File: src/rtl/lift_pkg.sv
// Shared definitions for the hall-call scheduler: default sizing constants
// and the three-state issue FSM encoding.
package lift_pkg;

  localparam int NUM_FLOORS_DEF = 10;
  localparam int FLOOR_W_DEF    = 4;

  // Width of the dwell down-counter; it covers a dwell length of up to 255.
  localparam int DWELL_CNT_W    = 8;

  typedef enum logic [1:0] {
    IDLE  = 2'd0,
    OFFER = 2'd1,
    DWELL = 2'd2
  } lift_state_t;

endpackage

File: src/rtl/rr_floor_picker.sv
// Purely combinational round-robin floor selector. The search starts at
// the floor after last_served and wraps from NUM_FLOORS back to floor 1;
// the first pending floor met on that walk is selected.
module rr_floor_picker
  import lift_pkg::*;
#(
  parameter int NUM_FLOORS = NUM_FLOORS_DEF,
  parameter int FLOOR_W    = FLOOR_W_DEF
) (
  input  logic [NUM_FLOORS-1:0] pending,
  input  logic [FLOOR_W-1:0]    last_served,
  output logic [FLOOR_W-1:0]    sel_floor,
  output logic                  any_pending
);

  // w_cand[gi] is the floor visited at search position gi (position 0 is
  // the floor right after last_served); w_hit[gi] says it is pending.
  logic [FLOOR_W-1:0]    w_cand [NUM_FLOORS];
  logic [NUM_FLOORS-1:0] w_hit;

  for (genvar gi = 0; gi < NUM_FLOORS; gi++) begin : g_cand
    logic [FLOOR_W:0] w_sum;

    // last_served + offset never exceeds 2*NUM_FLOORS, so a single
    // conditional subtraction is enough to wrap back into 1..NUM_FLOORS.
    assign w_sum       = {1'b0, last_served} + (FLOOR_W+1)'(gi + 1);
    assign w_cand[gi]  = (w_sum > (FLOOR_W+1)'(NUM_FLOORS))
                         ? FLOOR_W'(w_sum - (FLOOR_W+1)'(NUM_FLOORS))
                         : FLOOR_W'(w_sum);
    assign w_hit[gi]   = pending[w_cand[gi] - 1'b1];
  end

  assign any_pending = |pending;

  // Priority walk: scanning from the far end lets the nearest hit win.
  always_comb begin
    sel_floor = '0;
    for (int i = NUM_FLOORS - 1; i >= 0; i--) begin
      if (w_hit[i]) begin
        sel_floor = w_cand[i];
      end
    end
  end

endmodule

File: src/rtl/hall_call_scheduler.sv
// Hall-call scheduler: latches hall buttons into a pending bitmap and issues
// them one at a time, round-robin, to a downstream lift controller over a
// valid/ready handshake, with a fixed dwell after every accepted call.
// Optional feature macro: CALL_COUNT_EN adds a saturating 16-bit
// call_count output counting accepted handshakes.
module hall_call_scheduler
  import lift_pkg::*;
#(
  parameter int NUM_FLOORS   = NUM_FLOORS_DEF,
  parameter int FLOOR_W      = FLOOR_W_DEF,
  parameter int DWELL_CYCLES = 4
) (
  input  logic                  clk,
  input  logic                  rst_n,
  input  logic [NUM_FLOORS-1:0] call_btn,
  output logic [FLOOR_W-1:0]    floor_out,
  output logic                  floor_valid,
  input  logic                  floor_ready,
  output logic [NUM_FLOORS-1:0] pending,
  output logic                  busy
`ifdef CALL_COUNT_EN
  ,
  output logic [15:0]           call_count
`endif
);

  lift_state_t            r_state;
  lift_state_t            w_state_next;
  logic [NUM_FLOORS-1:0]  r_pending;
  logic [NUM_FLOORS-1:0]  w_clr_mask;
  logic [FLOOR_W-1:0]     r_floor_out;
  logic [FLOOR_W-1:0]     w_floor_next;
  logic                   r_floor_valid;
  logic                   w_valid_next;
  logic [FLOOR_W-1:0]     r_last_served;
  logic [FLOOR_W-1:0]     w_last_next;
  logic [DWELL_CNT_W-1:0] r_dwell_cnt;
  logic [DWELL_CNT_W-1:0] w_dwell_next;
  logic                   w_accept;
  logic [FLOOR_W-1:0]     w_sel;
  logic                   w_any;

  // The picker only ever looks at the registered bitmap, so a button
  // pressed on this edge is considered from the next IDLE edge onwards.
  rr_floor_picker #(
    .NUM_FLOORS (NUM_FLOORS),
    .FLOOR_W    (FLOOR_W)
  ) u_picker (
    .pending     (r_pending),
    .last_served (r_last_served),
    .sel_floor   (w_sel),
    .any_pending (w_any)
  );

  // One-hot clear mask for the floor being accepted on this edge.
  for (genvar gi = 0; gi < NUM_FLOORS; gi++) begin : g_clr
    assign w_clr_mask[gi] = w_accept && (r_floor_out == FLOOR_W'(gi + 1));
  end

  // Next-state and datapath decisions of the issue FSM.
  always_comb begin
    w_state_next = r_state;
    w_floor_next = r_floor_out;
    w_valid_next = r_floor_valid;
    w_last_next  = r_last_served;
    w_dwell_next = r_dwell_cnt;
    w_accept     = 1'b0;
    case (r_state)
      IDLE: begin
        if (w_any) begin
          w_state_next = OFFER;
          w_floor_next = w_sel;
          w_valid_next = 1'b1;
        end
      end
      OFFER: begin
        // floor_out and floor_valid simply hold until the handshake.
        if (floor_ready) begin
          w_accept     = 1'b1;
          w_last_next  = r_floor_out;
          w_valid_next = 1'b0;
          w_state_next = DWELL;
          w_dwell_next = DWELL_CNT_W'(DWELL_CYCLES - 1);
        end
      end
      DWELL: begin
        // Counter starts at DWELL_CYCLES-1, giving DWELL_CYCLES cycles here.
        if (r_dwell_cnt == '0) begin
          w_state_next = IDLE;
        end else begin
          w_dwell_next = r_dwell_cnt - 1'b1;
        end
      end
      default: begin
        w_state_next = IDLE;
        w_valid_next = 1'b0;
      end
    endcase
  end

  // FSM state register.
  always_ff @(posedge clk or negedge rst_n) begin
    if (!rst_n) begin
      r_state <= IDLE;
    end else begin
      r_state <= w_state_next;
    end
  end

  // Offer datapath, round-robin pointer and dwell counter. last_served
  // resets to the top floor so the first search begins at floor 1.
  always_ff @(posedge clk or negedge rst_n) begin
    if (!rst_n) begin
      r_floor_out   <= '0;
      r_floor_valid <= 1'b0;
      r_last_served <= FLOOR_W'(NUM_FLOORS);
      r_dwell_cnt   <= '0;
    end else begin
      r_floor_out   <= w_floor_next;
      r_floor_valid <= w_valid_next;
      r_last_served <= w_last_next;
      r_dwell_cnt   <= w_dwell_next;
    end
  end

  // Pending bitmap: the clear is applied first, so a press on the
  // accepting edge keeps its bit set.
  always_ff @(posedge clk or negedge rst_n) begin
    if (!rst_n) begin
      r_pending <= '0;
    end else begin
      r_pending <= (r_pending & ~w_clr_mask) | call_btn;
    end
  end

`ifdef CALL_COUNT_EN
  logic [15:0] r_call_count;

  // Saturating count of accepted handshakes.
  always_ff @(posedge clk or negedge rst_n) begin
    if (!rst_n) begin
      r_call_count <= '0;
    end else if (w_accept && (r_call_count != 16'hFFFF)) begin
      r_call_count <= r_call_count + 16'd1;
    end
  end

  assign call_count = r_call_count;
`endif

  assign floor_out   = r_floor_out;
  assign floor_valid = r_floor_valid;
  assign pending     = r_pending;
  assign busy        = (r_state != IDLE);

endmodule

File: config.mk
export PLATFORM = sky130hd
export DESIGN_NAME = hall_call_scheduler
export DESIGN_NICKNAME = d
export VERILOG_FILES = /design/src/rtl/lift_pkg.sv /design/src/rtl/rr_floor_picker.sv /design/src/rtl/hall_call_scheduler.sv
export SDC_FILE = /design/constraint.sdc
export NUM_CORES = 1
export LEC_CHECK = 0
export BUFFER_PORTS_ARGS = -buffer_cell sky130_fd_sc_hd__clkbuf_2
export CAP_MARGIN = 20
export CORE_MARGIN = 8
export CORE_UTILIZATION = 40
export DETAILED_ROUTE_END_ITERATION = 8
export HOLD_SLACK_MARGIN = 0.12
export PLACE_DENSITY = 0.66
export RECOVER_POWER = 100
export SYNTH_ARGS = -nofsm -noshare
export SYNTH_HDL_FRONTEND = slang
export SYNTH_SLANG_ARGS = --single-unit
File: constraint.sdc
create_clock -name clk -period 6.6 [get_ports clk]
set_clock_uncertainty 0.1 [all_clocks]
set_input_delay 0.66 -clock clk [delete_from_list [all_inputs] [get_ports clk]]
set_output_delay 0.66 -clock clk [all_outputs]
set_load 0.01 [all_outputs]
**After elaboration in Yosys (flattened, before gate mapping)**

Index checks and enable logic that the tools add are counted.

- Flip-flop bits (word level): 29
- Input bits: 13
- Output and inout port bits: 16
- Logic and storage cells: 149

- Add/subtract/negate cells: 31
- Order comparisons: 20
- Eq/ne operators: 16
- Multiplexer cells: 52
- Bitwise operators: 4
- Reductions and logical operators: 20

Operators by type and width:

| kind | count |
|---|---|
| 4-bit two-way mux | 20 |
| 5-bit by 4-bit > comparator with 1-bit output, second input constant | 10 |
| 4-bit by 5-bit < comparator with 1-bit output, second input constant | 10 |
| 1-bit binary-select mux with 4-bit select | 10 |
| 4-bit by 1-bit subtractor with 4-bit output, second input constant | 10 |
| 4-bit subtractor, second input constant | 10 |
| 4-bit by 3-bit adder with 5-bit output, second input constant | 4 |
| 4-bit by 3-bit == test with 1-bit output, second input constant | 4 |
| 8-bit two-way mux | 2 |
| 8-bit case mux with 2 select lines | 1 |
| 4-bit by 4-bit adder with 5-bit output, second input constant | 3 |
| 1-bit two-way mux | 14 |
| 4-bit == test, second input constant | 3 |
| 4-bit by 2-bit adder with 5-bit output, second input constant | 2 |
| 10-bit bitwise AND | 1 |
| 1-bit logical AND | 10 |
| 10-bit NOT | 1 |
| 10-bit bitwise OR | 1 |
| 10-bit OR reduction | 1 |
| 3-bit AND reduction | 3 |
| 4-bit by 2-bit == test with 1-bit output, second input constant | 2 |
| 8-bit zero test | 1 |
| 8-bit by 1-bit subtractor with 8-bit output, second input constant | 1 |
| 2-bit two-way mux | 3 |
| 12 further kinds | 16 |

**Depth between registers and ports, before layout**

- Depth after elaboration: 16
- Mapped depth: 19
- Mapped depth without buffers: 17

**Modules after synthesis**

From an unflattened synthesis, not the netlist that was laid out.

- Cells, all modules: 545
- Area total of the unflattened synthesis: 4722.0 µm²

By module, submodules not included:

| module | instances | cells each | area each (µm²) | sequential area each (µm²) |
|---|---|---|---|---|
| rr_floor_picker | 1 | 426 | 3450.8 | 0.0 |
| hall_call_scheduler | 1 | 119 | 1271.2 | 728.2 |

**Worst setup path before layout**

No wires, ideal clock.

- Kind: register to register
- From: register r_last_served[1]
- To: register r_floor_out[1] (netlist: floor_out[1])
- Setup time: 0.128 ns
- Arrival: 4.531 ns
- Required time: 6.372 ns
- Slack: 1.841 ns
- Stages on the path, launching flop included: 19
- Path buffers: 3
- Period minus slack after synthesis: 4.759 ns
- Cell sequence: dfstp_2 inv_1 clkbuf_1 ha_1 inv_2 ha_1 buf_2 a211oi_2 nor3_1 xnor2_1 ha_1 or4_1 and4_1 o311a_1 buf_2 and3b_1 o31a_1 a31oi_1 o31ai_1

- Longest elaborated chain between the ends: 16
- Elaborated cells between the ends (all ways): 80
- Classes of those cells: 30 x add/sub; 10 x order compare; 40 x mux

RTL lines:

| what | line | RTL |
|---|---|---|
| start: declaration | hall_call_scheduler.sv:35 | `logic [FLOOR_W-1:0] r_last_served;` |
| start signal: assignment | hall_call_scheduler.sv:116 | `r_last_served <= FLOOR_W'(NUM_FLOORS);` |
| start signal: assignment | hall_call_scheduler.sv:121 | `r_last_served <= w_last_next;` |
| 4-bit by 4-bit adder with 5-bit output | rr_floor_picker.sv:26 | `assign w_sum = {1'b0, last_served} + (FLOOR_W+1)'(gi + 1);` |
| 4-bit subtractor / 5-bit by 4-bit > comparator with 1-bit output (equally long branches) | rr_floor_picker.sv:28, rr_floor_picker.sv:27 |  |
| 4-bit two-way mux | rr_floor_picker.sv:28 | `? FLOOR_W'(w_sum - (FLOOR_W+1)'(NUM_FLOORS))` |
| 4-bit by 1-bit subtractor with 4-bit output | rr_floor_picker.sv:30 | `assign w_hit[gi] = pending[w_cand[gi] - 1'b1];` |
| 1-bit binary-select mux with 4-bit select | rr_floor_picker.sv:30 |  |
| 1-bit two-way mux (not written as such) | rr_floor_picker.sv:30 |  |
| 4-bit two-way mux (9 in a row) | rr_floor_picker.sv:39 | `if (w_hit[i]) begin` |
| 4-bit two-way mux * | rr_floor_picker.sv:39 |  |
| end signal: assignment | hall_call_scheduler.sv:119 | `r_floor_out <= w_floor_next;` |
| end: declaration | hall_call_scheduler.sv:31 | `logic [FLOOR_W-1:0] r_floor_out;` |

Mark *: on every way between the ends. The rest lies on a longest branch, timed or not. The select of a mux whose other input is x is not followed.
A chain may end at the register's enable or synchronous reset.

**Final worst setup path**

- From: register r_last_served[3]
- To: register r_floor_out[0] (netlist: floor_out[0])

Same word-level chain as after synthesis.

==> results.sh <==
export IMPL_cp_arrival_ns=5.47
export IMPL_multi_input_area_sq_um=3730
export IMPL_violations="max-capacitance violations, max-slew violations"
export IMPL_synthCells=585
export IMPL_synth_seq_area_share=0.155
export IMPL_startpoint_type="flop"
export IMPL_yosysWarnings=0
export IMPL_hold_path_depth=1
export IMPL_htreeDepth=2
export IMPL_cpMaxStageDelayCell="dfstp_1"
export IMPL_grt_pass1_wl_mm=23.3
export IMPL_grt_max_degree=56
export IMPL_die_w_microns=124
export IMPL_reg2reg_to="floor_out[0]"
export IMPL_hp_start="r_dwell_cnt[0]"
export IMPL_avgViaCountPerCell=6.34
export IMPL_rr_startpoint="r_last_served[3]"
export IMPL_n_fill_cell=1135
export IMPL_clk_pin_slew_ns=0.05
export IMPL_post_place_ws_ns=1.56
export IMPL_cts_hold_buffers=0
export IMPL_worstPathCellList="inv_1 > ha_1 > nand2b_1 > o21ai_0 > xnor2_1 > ha_1 > xnor3_1 > mux2_2 > a32oi_1 > nand2b_1 > a2111o_1 > o2111ai_1 > o21ai_1"
export IMPL_cts_buffers=5
export IMPL_final_util=0.443
export IMPL_crit_required_ns=6.66
export IMPL_tns_ns=0
export IMPL_max_freq_ghz=0.185
export IMPL_io_pins=29
export IMPL_layout_common_cells="nand2_1 (52), nor2_1 (39), ha_1 (32), a21oi_1 (30)"
export IMPL_finalSetupViolCount=0
export IMPL_fin_crit_sh=0.819
export IMPL_outcome="complete, but fails checks"
export IMPL_num_vias=4702
export IMPL_area_growth_pct=7.90
export IMPL_cts_root_buffer="clkbuf_16"
export IMPL_antenna_found_initial=0
export IMPL_drv_cap=1
export IMPL_yosysTopAreaCell="dfrtp_1"
export IMPL_clkLatencyLatePin_ns=0.27
export IMPL_ctsResizeCount=0
export IMPL_setup_worst_path_end_class="flop"
export IMPL_rows=39
export IMPL_cts_path_max_buffers=2
export IMPL_holdPathEnd="r_dwell_cnt[0]"
export IMPL_place_gp_congestion=0.905
export IMPL_relSlewSlack=-0.118
export IMPL_core_sq_um=11500
export IMPL_cts_tree="yes"
export IMPL_critPathMaxStageDelay_ns=1.04
export IMPL_netlist_area_sq_um=4710
export IMPL_path_class="reg2reg"
export IMPL_drt_initial_drc_count=357
export IMPL_synth_main_ff_cell="dfrtp_1"
export IMPL_rsz0062_at_grt="false"
export IMPL_finalHoldViolCount=0
export IMPL_grt_pass1_vias=4540
export IMPL_ys_top_cells_by_area="dfrtp_1 (14%), ha_1 (8.5%), mux2i_1 (5.1%)"
export IMPL_cts_setup_buffers=0
export IMPL_worst_slew_pin_slew_ns=1.68
export IMPL_ys_seq_elements=29
export IMPL_grt_overflow_total=0
export IMPL_final_common_cell="nand2_1"
export IMPL_start_util=0.410
export IMPL_finalCriticalPeriod_ns=5.41
export IMPL_rrSetupSlack_ns=1.19
export IMPL_avgSynthCellArea_sq_um=8.04
export IMPL_ys_types=93
export IMPL_synth_top_area_frac=0.144
export IMPL_place_hpwl_mm=10.9
export IMPL_drt_pass1_iterations=6
export IMPL_drc_errors=0
export IMPL_die_h_microns=124
export IMPL_syn_num_nets=631
export IMPL_ant_nets=0
export IMPL_worst_r2r_path_depth=13
export IMPL_finalNonFillerCells=742
export IMPL_die_area_sq_um=15500
export IMPL_path_max_fanout=20
export IMPL_drive_gt1_frac=0.109
export IMPL_routed_wirelength_mm=14.3
export IMPL_slew_viol_final=30
export IMPL_min_path_type="reg2reg"
export IMPL_clock_sinks=29
export IMPL_grt_use_total=0.176
export IMPL_avgRoutedWirePerCell_microns=19.3
export IMPL_regArea_sq_um=729
export IMPL_n_antenna_cell=0
export IMPL_dp_cells=734
export IMPL_numPortBuffers=28
export IMPL_synthArstFlopShare=1.00
export IMPL_synth_edff_count=0
export IMPL_final_nets=644
export IMPL_setup_slack_ns=1.19
[logic make-up (layout without fill, tap and decap cells)]
family,Yosys count,after routing,synth area share
mux,35,35,0.0859
compound gates,198,198,0.321
fa+ha+maj,33,33,0.0893
buf+inv,55,69,0.0516
flops,29,29,0.155
simple gates,201,201,0.222
xor+xnor,34,34,0.0750
[per-stage QoR]
| step | instance area [sq um] | hold WS, ns |
|---|---|---|
| 2_1_floorplan | 4710 | 0.264 |
| 3_3_place_gp | 4930 | 0.372 |
| 3_5_place_dp | 4930 | 0.391 |
| 4_1_cts | 5100 | 0.375 |
| 5_1_grt | 5080 | 0.423 |
| 6_report | 5080 | 0.402 |
[critical path: cells and delay by family, from the launching register on]
family | cells | cell delay [ns]
AND/OR/NAND/NOR | 2 | 0.29
multiplexers | 1 | 0.34
adder cells (fa/ha/maj) | 2 | 0.83
AO/OA/AOI/OAI | 5 | 1.62
flip-flops | 1 | 1.04
XOR/XNOR | 2 | 0.47
buffers and inverters | 1 | 0.58
[layer usage]
layer	vias to the layer above	track usage	wire, microns
li1	2249	-	-
met1	2267	0.223	6340
met2	154	0.294	6940
met3	32	0.0226	581
met4	0	0.0716	480
met5	-	0	0
[flip-flops by register name, indices dropped and copies added, names as in the netlist]
| signal | count |
|---|---|
| r_state | 2 |
| r_dwell_cnt | 8 |
| pending | 10 |
| floor_out | 4 |
| r_last_served | 4 |
| floor_valid | 1 |
[worst max-delay path by stage]
stage / startpoint / end / slack [ns] / depth (start not counted)
after global placement: r_last_served[1] / floor_out[1] / 1.69 / 15
after detailed placement: r_last_served[1] / floor_out[1] / 1.56 / 15
after CTS: r_last_served[1] / floor_out[1] / 1.55 / 15
after floorplan: r_last_served[1] / floor_out[1] / 1.84 / 18
final: r_last_served[3] / floor_out[0] / 1.19 / 13
after global routing: r_last_served[3] / floor_out[0] / 0.88 / 13
[synthesized netlist by cell type (all sizes together) (5+ instances only)]
library cell and count:
o21ai 33, buf 15, mux2 7, o31ai 6, nor2b 13, a211oi 12, a31oi 14, inv 28
a21o 14, nand3 20, o21a 8, nor4 11, nor2 40, o221ai 8, clkbuf 12, dfrtp 27
nand2b 11, mux2i 25, a21oi 34, xnor2 29, or2 6, or4 5, o211ai 12, nor3 8
o311ai 5, ha 32, nor3b 7, and3 5, nand2 53
[area by class of cell]
type | count | share of cell area
timing repair buffer | 33 | 0.0308
clock inverter | 1 | 0.00591
inverter | 28 | 0.0207
tap | 143 | 0.0352
multi-input combinational | 501 | 0.736
clock buffer | 7 | 0.0281
sequential | 29 | 0.144
Power is not shown: default switching activity piles up to over one toggle a cycle in this logic, so the estimate is an artifact.
